$ cat src/rtl/seg_link_pkg.sv
// ---------------------------------------------------------------------------
// seg_link_pkg
// Shared definitions for the 7-segment serial shift-out link (transmitter
// stimulus and receiver/checker).
//   seg_state_t        : receiver frame state (IDLE, SHIFT, OVER)
//   DIR_MSB_FIRST/LSB  : bit-order selectors for the DIR parameter
//   DEFAULT_DATA_BITS  : default frame width
// ---------------------------------------------------------------------------
package seg_link_pkg;

    typedef enum logic [1:0] {
        IDLE  = 2'd0,
        SHIFT = 2'd1,
        OVER  = 2'd2
    } seg_state_t;

    localparam int DIR_MSB_FIRST     = 1;
    localparam int DIR_LSB_FIRST     = 0;
    localparam int DEFAULT_DATA_BITS = 64;

endpackage

$ cat src/rtl/sig_sync_edge.sv
// ---------------------------------------------------------------------------
// sig_sync_edge
// Brings one asynchronous wire into the clk domain: 2-FF synchronizer, a
// history FF, and registered rise/fall pulses. The level output is the
// history FF, so it is cycle-aligned with the rise/fall pulses.
// Ports:
//   clk, rst : system clock, synchronous active-high reset
//   din      : asynchronous input
//   level    : synchronized level (aligned with rise/fall)
//   rise     : one-cycle pulse on a 0->1 transition
//   fall     : one-cycle pulse on a 1->0 transition
// ---------------------------------------------------------------------------
module sig_sync_edge (
    input  logic clk,
    input  logic rst,
    input  logic din,
    output logic level,
    output logic rise,
    output logic fall
);

    logic [1:0] sync_reg;
    logic       hist_reg;
    logic       rise_reg;
    logic       fall_reg;

    always_ff @(posedge clk) begin
        if (rst) begin
            sync_reg <= '0;
            hist_reg <= 1'b0;
            rise_reg <= 1'b0;
            fall_reg <= 1'b0;
        end else begin
            sync_reg <= {sync_reg[0], din};
            hist_reg <= sync_reg[1];
            rise_reg <= sync_reg[1] & ~hist_reg;
            fall_reg <= ~sync_reg[1] & hist_reg;
        end
    end

    assign level = hist_reg;
    assign rise  = rise_reg;
    assign fall  = fall_reg;

endmodule

$ cat src/rtl/s2p_seg_receiver.sv
// ---------------------------------------------------------------------------
// s2p_seg_receiver
// Serial-to-parallel receiver for the 7-segment shift-out link. The four
// link wires are oversampled in the clk domain; bits are shifted in on
// s_clk rising edges and the shift register is latched to pdata on an EN
// rising edge.
// Ports:
//   clk, rst     : system clock, synchronous active-high reset
//   s_clk        : serial shift clock (asynchronous)
//   sout         : serial data
//   s_clrn       : active-low shift-register clear
//   EN           : latch strobe, rising-edge active
//   pdata        : last latched frame
//   pdata_valid  : one-cycle pulse when pdata updates
//   frame_err    : sticky; set by a bad-length latch or a timeout,
//                  cleared by the next good latch
//   bit_cnt      : bits shifted in the current frame (saturates DATA_BITS+1)
// ---------------------------------------------------------------------------
module s2p_seg_receiver
    import seg_link_pkg::*;
#(
    parameter int DATA_BITS       = DEFAULT_DATA_BITS,
    parameter int DATA_COUNT_BITS = 6,
    parameter int DIR             = DIR_MSB_FIRST,
    parameter int TIMEOUT         = 1024
) (
    input  logic                       clk,
    input  logic                       rst,
    input  logic                       s_clk,
    input  logic                       sout,
    input  logic                       s_clrn,
    input  logic                       EN,
    output logic [DATA_BITS-1:0]       pdata,
    output logic                       pdata_valid,
    output logic                       frame_err,
    output logic [DATA_COUNT_BITS:0]   bit_cnt
);

    localparam int CNT_W = DATA_COUNT_BITS + 1;
    localparam int TO_W  = $clog2(TIMEOUT + 1);
    localparam logic [CNT_W-1:0] CNT_FULL = CNT_W'(DATA_BITS);
    localparam logic [CNT_W-1:0] CNT_SAT  = CNT_W'(DATA_BITS + 1);
    localparam logic [TO_W-1:0]  TO_LAST  = TO_W'(TIMEOUT - 1);

    // Wire order in the synchronizer bank: 0=s_clk 1=sout 2=s_clrn 3=EN
    logic [3:0] raw_in;
    logic [3:0] sync_level;
    logic [3:0] sync_rise;
    logic [3:0] sync_fall;

    assign raw_in = {EN, s_clrn, sout, s_clk};

    for (genvar gi = 0; gi < 4; gi++) begin : g_sync
        sig_sync_edge u_sync (
            .clk   (clk),
            .rst   (rst),
            .din   (raw_in[gi]),
            .level (sync_level[gi]),
            .rise  (sync_rise[gi]),
            .fall  (sync_fall[gi])
        );
    end

    // sout is taken from the same pipeline stage as the s_clk edge pulse.
    logic clk_rise;
    logic sout_s;
    logic clrn_s;
    logic en_rise;

    assign clk_rise = sync_rise[0];
    assign sout_s   = sync_level[1];
    assign clrn_s   = sync_level[2];
    assign en_rise  = sync_rise[3];

    logic unused_sync;
    assign unused_sync = ^{sync_level[3], sync_level[0], sync_rise[2:1], sync_fall};

    seg_state_t           state_reg, state_next;
    logic [DATA_BITS-1:0] sr_reg, sr_next, sr_shift;
    logic [CNT_W-1:0]     cnt_reg, cnt_next;
    logic [TO_W-1:0]      to_cnt_reg, to_cnt_next;
    logic [DATA_BITS-1:0] pdata_reg, pdata_next;
    logic                 valid_reg, valid_next;
    logic                 err_reg, err_next;

    if (DIR == DIR_MSB_FIRST) begin : g_msb_first
        assign sr_shift = {sr_reg[DATA_BITS-2:0], sout_s};
    end else begin : g_lsb_first
        assign sr_shift = {sout_s, sr_reg[DATA_BITS-1:1]};
    end

    always_ff @(posedge clk) begin
        if (rst) begin
            state_reg  <= IDLE;
            sr_reg     <= '0;
            cnt_reg    <= '0;
            to_cnt_reg <= '0;
            pdata_reg  <= '0;
            valid_reg  <= 1'b0;
            err_reg    <= 1'b0;
        end else begin
            state_reg  <= state_next;
            sr_reg     <= sr_next;
            cnt_reg    <= cnt_next;
            to_cnt_reg <= to_cnt_next;
            pdata_reg  <= pdata_next;
            valid_reg  <= valid_next;
            err_reg    <= err_next;
        end
    end

    // Shift is resolved first so a coincident latch sees the new bit and
    // the updated count; clear overrides both.
    always_comb begin
        state_next  = state_reg;
        sr_next     = sr_reg;
        cnt_next    = cnt_reg;
        to_cnt_next = to_cnt_reg;
        pdata_next  = pdata_reg;
        valid_next  = 1'b0;
        err_next    = err_reg;

        if (!clrn_s) begin
            state_next  = IDLE;
            sr_next     = '0;
            cnt_next    = '0;
            to_cnt_next = '0;
        end else begin
            if (clk_rise) begin
                sr_next     = sr_shift;
                cnt_next    = (cnt_reg == CNT_SAT) ? cnt_reg : cnt_reg + 1'b1;
                to_cnt_next = '0;
                if (state_reg == IDLE) begin
                    state_next = SHIFT;
                end else if (cnt_next > CNT_FULL) begin
                    state_next = OVER;
                end
            end else if (state_reg != IDLE) begin
                // Stalled frame: abort but keep the register contents.
                if (to_cnt_reg == TO_LAST) begin
                    state_next  = IDLE;
                    cnt_next    = '0;
                    to_cnt_next = '0;
                    err_next    = 1'b1;
                end else begin
                    to_cnt_next = to_cnt_reg + 1'b1;
                end
            end

            if (en_rise) begin
                pdata_next  = sr_next;
                valid_next  = 1'b1;
                err_next    = (cnt_next != CNT_FULL);
                state_next  = IDLE;
                cnt_next    = '0;
                to_cnt_next = '0;
            end
        end
    end

    assign pdata       = pdata_reg;
    assign pdata_valid = valid_reg;
    assign frame_err   = err_reg;
    assign bit_cnt     = cnt_reg;

endmodule

$ cat config.mk
export PLATFORM = sky130hd
export DESIGN_NAME = s2p_seg_receiver
export DESIGN_NICKNAME = d
export VERILOG_FILES = /design/src/rtl/seg_link_pkg.sv /design/src/rtl/sig_sync_edge.sv /design/src/rtl/s2p_seg_receiver.sv
export SDC_FILE = /design/constraint.sdc
export NUM_CORES = 1
export LEC_CHECK = 0
export ABC_CLOCK_PERIOD_IN_PS = 2200
export CAP_MARGIN = 20
export CORE_UTILIZATION = 50
export CTS_CLUSTER_DIAMETER = 40
export DETAILED_ROUTE_END_ITERATION = 6
export HOLD_SLACK_MARGIN = 0.08
export MAX_ROUTING_LAYER = met4
export PLACE_DENSITY = 0.73
export SLEW_MARGIN = 10
export SYNTH_ARGS = -nofsm -noshare
export SYNTH_HDL_FRONTEND = slang
export SYNTH_HIERARCHICAL = 1
export SYNTH_SLANG_ARGS = --single-unit
export TNS_END_PERCENT = 100
$ cat constraint.sdc
create_clock -name clk -period 2.2 [get_ports clk]
set_clock_uncertainty 0.1 [all_clocks]
set_input_delay 0.22 -clock clk [delete_from_list [all_inputs] [get_ports clk]]
set_output_delay 0.22 -clock clk [all_outputs]
set_load 0.01 [all_outputs]
# Word level (Yosys, flattened, before mapping)
# Cells that the tools add are included.
# Widths: inputs -> output; s select.
# totals
elab_cells	59
regBits	164
input_bits	6
# classes
n_lt_le_gt_ge	1
n_reduce_logical	12
muxes	17
eq_ne	5
n_addsub	2
bitwise_logic	5
# ops
operator	n
$mux 64	1
$mux 7	5
$add 11x1->11 const B	1
$eq 11x10->1 const B	1
$mux 11	1
$mux 2	5
$reduce_bool 2->1	5
$add 7x1->7 const B	1
$eq 7x7->1 const B	1
$gt 7x7->1 const B	1
$ne 7x7->1 const B	1
$mux 1	5
$reduce_and 4->1	1
$reduce_or 4->1	1
$ne 3x3->1 const B	1
$not 1->1	3
$reduce_and 3->1	1
$reduce_or 3->1	1
$and 1x1->1	2
$logic_not 2->1	1
$ne 2x1->1 const B	1
$reduce_and 2->1	1
$reduce_or 2->1	1

# Longest topological paths before layout
# Gate-level depths: netlist of the first run.
# logic_depth
ltp_word	7
mapped_depth	8
depth_no_buf	7

# Modules after synthesis
# The synthesis of the first run kept the hierarchy.
# modules_own_cells
module	n_inst	cells_each	area_each_um2
s2p_seg_receiver	1	574	5597.9
sig_sync_edge	4	10	133.9

# Worst setup path after synthesis of the first run
# OpenSTA, ideal clock, no wires.
# synth_path
path_kind	reg-to-reg
startpoint	register cnt_reg[1] (netlist: bit_cnt[1])
endpoint	register err_reg (netlist: frame_err)
setup_ps	122
synth_period_minus_slack_ps	1823
stages_incl_launch_ff	9
path_slack_ps	377
arrival_time_ps	1601
cell_sequence	dfxtp_1 buf_4 inv_1 ha_1 nand2_1 a31o_2 o32ai_2 a2bb2oi_1 o311a_1
# synth_between
elab_chain_cells	6
word_cells_on_any_way	9
classes_between	1 x add/sub; 2 x eq/ne; 6 x mux
# synth_rtl
item	line_no	source
start, declared	s2p_seg_receiver.sv:80	logic [CNT_W-1:0] cnt_reg, cnt_next;
start signal, assigned	s2p_seg_receiver.sv:104	cnt_reg <= cnt_next;
$add 7x1->7, or another cell as far along	s2p_seg_receiver.sv:131	cnt_next = (cnt_reg == CNT_SAT) ? cnt_reg : cnt_reg + 1'b1;
$mux 7, on equally long branches	s2p_seg_receiver.sv:131, s2p_seg_receiver.sv:138	
$mux 7 (*)	s2p_seg_receiver.sv:129	if (clk_rise) begin
$mux 7 (*)	s2p_seg_receiver.sv:123	if (!clrn_s) begin
$ne 7x7->1 (*)	s2p_seg_receiver.sv:153	err_next = (cnt_next != CNT_FULL);
$mux 1 (*)	s2p_seg_receiver.sv:150	if (en_rise) begin
end signal, assigned	s2p_seg_receiver.sv:108	err_reg <= err_next;
end, declared	s2p_seg_receiver.sv:84	logic err_reg, err_next;
# Every way passes the cells marked *; elsewhere a longest branch is shown, timed or not. The select of a mux whose other input is x is not followed.
# A chain may end at the register's enable or synchronous reset.

# Worst setup path in the final report of the first run
# layout_path
startpoint	register cnt_reg[1] (netlist: bit_cnt[1])
endpoint	register state_reg[0]
# layout_between
elab_chain_cells	5
word_cells_on_any_way	6
classes_between	1 x add/sub; 1 x order compare; 2 x eq/ne; 1 x mux; 1 x reduce/logical
# layout_rtl
item	line_no	source
$add 7x1->7 / $eq 7x7->1 (equally long branches)	s2p_seg_receiver.sv:131	
$mux 7 (*)	s2p_seg_receiver.sv:131	
$gt 7x7->1 (*)	s2p_seg_receiver.sv:135	end else if (cnt_next > CNT_FULL) begin
$ne 3x3->1 (no source line) (*)	n/a	
$reduce_and 3->1 (no source line) (*)	n/a	
end signal, assigned	s2p_seg_receiver.sv:102	state_reg <= state_next;
end, declared	s2p_seg_receiver.sv:78	seg_state_t state_reg, state_next;
# Every way passes the cells marked *; elsewhere a longest branch is shown, timed or not.

==> results.json, run 1 <==
{
  "r2r_end": "state_reg[0]",
  "cts_tree": "done",
  "netlist_area_mm2": 0.005968,
  "worstRegToRegCells": 5,
  "numCtsBuffers": 17,
  "initial_core_util_pct": 51.83,
  "place_inst": 787,
  "slew_headroom_pct": 45.07,
  "slew_violations": 0,
  "nNetsFinal": 673,
  "cellPowerDensity_mw_per_mm2": 838.4,
  "rsz0062_at_grt": "no",
  "clkTransAtPathRegs_ns": 0.06,
  "cts.htree.levels": 4,
  "drcViolationCount": 14,
  "viasPerCell": 5.305,
  "cts-root-buf": "clkbuf_16",
  "critPathCaptureType": "register",
  "cp-start-kind": "register",
  "min_period_ns": 2.053,
  "min_from": "s_clrn",
  "max_freq_mhz": 487.1,
  "worst_ep_arrival_time_ns": 2.26,
  "min_period_over_period_pct": 93.32,
  "num_rows": 39,
  "syn_nets": 611,
  "grt_pass1_vias": 4177,
  "cts_resized": 0,
  "ir_drop_mv": 0.6830,
  "area_growth_pct": 25.28,
  "die_h_um": 111.3,
  "whs_endpoint": "g_sync[2].u_sync/sync_reg[0]",
  "drt-initial-drc-count": 273,
  "min_path_type": "input port to register",
  "die_area_mm2": 0.01238,
  "wirelength_mm": 11.13,
  "gp_congestion": 0.9095,
  "leakagePower_nw": 2.369,
  "clock_sinks": 164,
  "numPortBuffers": 78,
  "outcome": "complete, but fails checks",
  "path_class": "register to register",
  "maxCapViolations": 0,
  "grt_max_degree": 79,
  "grt_use_total_pct": 20.00,
  "crit-reg2reg-launch": "bit_cnt[1]",
  "antenna_found_initial": 0,
  "vias": 4345,
  "hold_viol": 0,
  "drt-wirelength-per-cell_um": 13.59,
  "dp_hpwl_mm": 7.217,
  "grt_pass1_wl_mm": 19.31,
  "setup_tns_ns": 0,
  "syn_inst": 602,
  "fin_cells": 819,
  "tightest_slew_ns": 0.8240,
  "drtPass1Iterations": 6,
  "antenna_cells": 0,
  "setup_violations": 0,
  "drive_gt1_share_pct": 7.840,
  "cp_max_fo": 11,
  "violations": "design-rule violations",
  "yosysWarnings": 6,
  "cts_buffer_depth": 2,
  "rrSetupSlack_ns": 0.15,
  "overflow": 0,
  "avgSynthCellArea_um2": 9.914,
  "clk_latency_ns": 0.42,
  "fp.dieW_um": 111.3,
  "core_mm2": 0.01152,
  "pin_count": 79,
  "whs_path_depth": 2,
  "detail-route-antenna-nets": 0,
  "critical_path_required_ns": 2.41
}
worst max path at each step:
stage,from,end,slack (ns),depth (start not counted)
after floorplan,bit_cnt[1],frame_err,0.38,8
after global routing,bit_cnt[1],state_reg[1],0.01,6
after CTS,bit_cnt[1],state_reg[0],0.17,5
after detailed placement,bit_cnt[1],state_reg[0],0.19,5
after global placement,bit_cnt[1],state_reg[0],0.27,6
final,bit_cnt[1],state_reg[0],0.15,5
cell usage in the layout (no fill, tap or decap), drive strengths merged, types with 4 or more instances in the layout:
cell type        n
nor2b           14
xnor2            6
clkdlybuf4s50   77
nor2           143
clkbuf          23
nand3           15
nand2           18
mux2i           64
a211oi          65
nor3             6
dfxtp          164
xor2             8
buf              8
bufinv           4
inv              6
a21oi            9
critical path: stages (launching register included):
cell and delay (ns):
dfxtp_1 0.57, ha_1 0.30, and3_1 0.25, xor2_1 0.19, o21ba_1 0.20, o311a_1 0.33
routing by layer:
metal	track usage, %	vias to the layer above	wire length, µm
li1	-	2206	-
met1	22.56	2034	5111
met2	32.54	92	5313
met3	5.741	13	560
met4	9.730	0	145
met5	-	-	0
power breakdown:
part / switching (mW) / internal [mW]
logic: 0.0623 / 0.0436
registers: 0.00630 / 2.98
clock network: 1.10 / 2.07
total: 1.17 / 5.10
final cells by class:
class,instances,area (µm²)
Timing Repair Buffer,86,875.8
Clock inverter,8,145.1
Fill cell,925,4039
Sequential cell,164,3287
Clock buffer,23,508.0
Inverter,7,26.28
Multi-Input combinational cell,388,2456
Tap cell,143,178.9
stage by stage:
step                      cell area [µm²]  power, mW  hold slack (ns)  util, %  setup slack [ns]
after global placement               6814      3.158           0.2727    59.17            0.2665
after global routing                 7477      6.483           0.2631    64.93           0.01452
after floorplan                      5968      3.126           0.1916        -            0.3774
after CTS                            7477      6.336           0.2466    64.93            0.1720
final                                7477      6.269           0.2643    64.93            0.1470
after detailed placement             6814      3.161           0.2796    59.17            0.1908
repair_timing:
item,in CTS,in global routing
buffers inserted,0,0
hold endpoints to repair,2,0
hold buffers,1,0
No activity file was read; power rests on OpenSTA's default activity.
==> run 2, diff against run 1 <==
--- a/config.mk
+++ b/config.mk
@@ -5,7 +5,7 @@
 export SDC_FILE = /design/constraint.sdc
 export NUM_CORES = 1
 export LEC_CHECK = 0
-export ABC_CLOCK_PERIOD_IN_PS = 2200
+export ABC_CLOCK_PERIOD_IN_PS = 2700
 export CAP_MARGIN = 20
 export CORE_UTILIZATION = 50
 export CTS_CLUSTER_DIAMETER = 40
==> constraint.sdc (replaced) <==
create_clock -name clk -period 2.7 [get_ports clk]
set_clock_uncertainty 0.1 [all_clocks]
set_input_delay 0.27 -clock clk [delete_from_list [all_inputs] [get_ports clk]]
set_output_delay 0.27 -clock clk [all_outputs]
set_load 0.01 [all_outputs]
==> run 2 against run 1 <==
Effect of this change: cell area shrank 1.4%; worst setup slack gained 0.47 ns; utilization shrank 0.89 points; global-route usage grew 0.14 points; the run still ends with design-rule violations left.
==> results.json, run 2 (synthesis gave the netlist of run 1 again) <==
{
  "route.met2.wl_mm": 5.472,
  "dp_hpwl_mm": 7.394,
  "seq_power_share_pct": 50.8,
  "r2r_end": "state_reg[0]",
  "viasPerCell": 5.382,
  "core_mm2": 0.01152,
  "overflow": 0,
  "mostFrequentLayoutCells": "dfxtp_1, nor2_1, clkdlybuf4s50_1",
  "grt_use_total_pct": 20.14,
  "grt_max_degree": 79,
  "grt_pass1_wl_mm": 19.46,
  "clk_latency_ns": 0.42,
  "gp_congestion": 0.8606,
  "worst_ep_arrival_time_ns": 2.28,
  "cts_tree": "done",
  "top_layer": "met4",
  "maxCapViolations": 0,
  "fp.dieW_um": 111.3,
  "postCtsSetupRepairBufs": 0,
  "outcome": "complete, but fails checks",
  "cts_buffer_depth": 2,
  "critPathCaptureType": "register",
  "slew_headroom_pct": 45.21,
  "crit_path_cell_trace": "ha_1 -> and3_1 -> nand3_1 -> xnor2_1 -> nand2_1 -> o311a_1",
  "p_switching_mw": 0.9266,
  "num_rows": 39,
  "worstRegToRegCells": 6,
  "violations": "design-rule violations",
  "grt_pass1_vias": 4232,
  "cts.htree.levels": 4,
  "cp-start-kind": "register",
  "drt-wirelength-per-cell_um": 14.11,
  "numCtsBuffers": 17,
  "setup_tns_ns": 0,
  "drive_gt1_share_pct": 6.953,
  "cp_top_family": "flip-flops",
  "crit_end": "state_reg[0]",
  "antenna_cells": 0,
  "cp_max_fo": 11,
  "finish.instance_area_mm2": 0.007375,
  "place_inst": 786,
  "post_dp_cell_area_mm2": 0.006794,
  "cts_resized": 0,
  "nNetsFinal": 672,
  "tightest_slew_ns": 0.8218,
  "wl_met1_mm": 5.333,
  "nFillCells": 966,
  "drt-initial-drc-count": 295,
  "path_buf_inv": 0,
  "startpoint": "bit_cnt[1]",
  "min_path_type": "register to register",
  "postCtsHoldBufs": 1,
  "cellPowerDensity_mw_per_mm2": 652.0,
  "drtPass1Iterations": 6,
  "internal_power_mw": 3.882,
  "fin_cells": 819,
  "path_depth": 6,
  "max_freq_mhz": 480.3,
  "initial_core_util_pct": 51.83,
  "dr_wl_met3_um": 625,
  "wirelength_mm": 11.55,
  "detail-route-antenna-nets": 0,
  "p_comb_share_pct": 1.7,
  "path_class": "register to register",
  "die_h_um": 111.3,
  "ir_drop_mv": 0.4189,
  "final_common_cell": "dfxtp_1",
  "clock_sinks": 164,
  "area_growth_pct": 23.56,
  "switching_share_pct": 19.27,
  "pin_count": 79,
  "rsz0062_at_grt": "no",
  "min_period_over_period_pct": 77.11,
  "die_area_mm2": 0.01238,
  "critical_path_required_ns": 2.90,
  "max_stage_delay_ns": 0.56,
  "hold_viol": 0,
  "drcViolationCount": 16,
  "leakagePower_nw": 2.325,
  "slowest_stage": "dfxtp_1",
  "cts-root-buf": "clkbuf_16",
  "clkTransAtPathRegs_ns": 0.06,
  "vias": 4408,
  "slew_violations": 0,
  "numPortBuffers": 78,
  "power_frac_clock_pct": 47.5,
  "rrSetupSlack_ns": 0.62,
  "min_period_ns": 2.082,
  "setup_violations": 0,
  "crit-reg2reg-launch": "bit_cnt[1]",
  "antenna_found_initial": 0
}
-- run 2: changes by cell type in the layout (fill, tap and decap cells not counted), sizes merged --
cell / before / now
clkbuf: 23 / 29
buf: 8 / 7
bufinv: 4 / 1
clkinvlp: 2 / 0
-- run 2: layout make-up --
class,instances,area [µm²],share of cell area (%)
Timing Repair Buffer,85,855.8,11.61
Tap cell,143,178.9,2.426
Clock buffer,29,530.5,7.194
Inverter,7,26.28,0.3563
Multi-Input combinational cell,388,2456,33.31
Sequential cell,164,3287,44.57
Clock inverter,3,40.04,0.5429
-- run 2: how the worst min path moves through the flow --
stage                     slack, ns                      endpoint              startpoint  cells after the start
after detailed placement       0.28         g_sync[3].u_sync/rise  g_sync[3].u_sync/level                      1
after CTS                      0.29         g_sync[0].u_sync/rise  g_sync[0].u_sync/level                      1
after floorplan                0.24        g_sync[0].u_sync/level                     rst                      1
after global routing           0.31  g_sync[3].u_sync/sync_reg[0]                      EN                      2
after global placement         0.27         g_sync[0].u_sync/rise  g_sync[0].u_sync/level                      1
final                          0.28         g_sync[0].u_sync/rise  g_sync[0].u_sync/level                      1
-- run 2: per-layer routing --
metal,vias up,track usage [%]
li1,2206,-
met1,2083,23.85
met2,105,32.25
met3,14,5.741
met4,0,8.108
met5,-,-
-- run 2: metrics by stage --
| stage | power (mW) | utilization, % | hold WS [ns] | setup slack, ns |
|---|---|---|---|---|
| finish | 4.809 | 64.04 | 0.2827 | 0.6180 |
| global route | 4.978 | 64.04 | 0.3057 | 0.4734 |
| CTS | 4.856 | 64.04 | 0.2880 | 0.6281 |
| detailed placement | 2.575 | 59.00 | 0.2788 | 0.6498 |
| global placement | 2.572 | 59.00 | 0.2718 | 0.7552 |
| floorplan | 2.547 | - | 0.2416 | 0.8774 |
-- run 2: power groups by stage --
stage / clock network, mW / logic (mW) / registers, mW
final: 2.29 / 0.0799 / 2.44
after global routing: 2.45 / 0.0867 / 2.44
after CTS: 2.33 / 0.0809 / 2.44
after detailed placement: 0 / 0.0795 / 2.50
after global placement: 0 / 0.0777 / 2.49
after floorplan: 0 / 0.0570 / 2.49
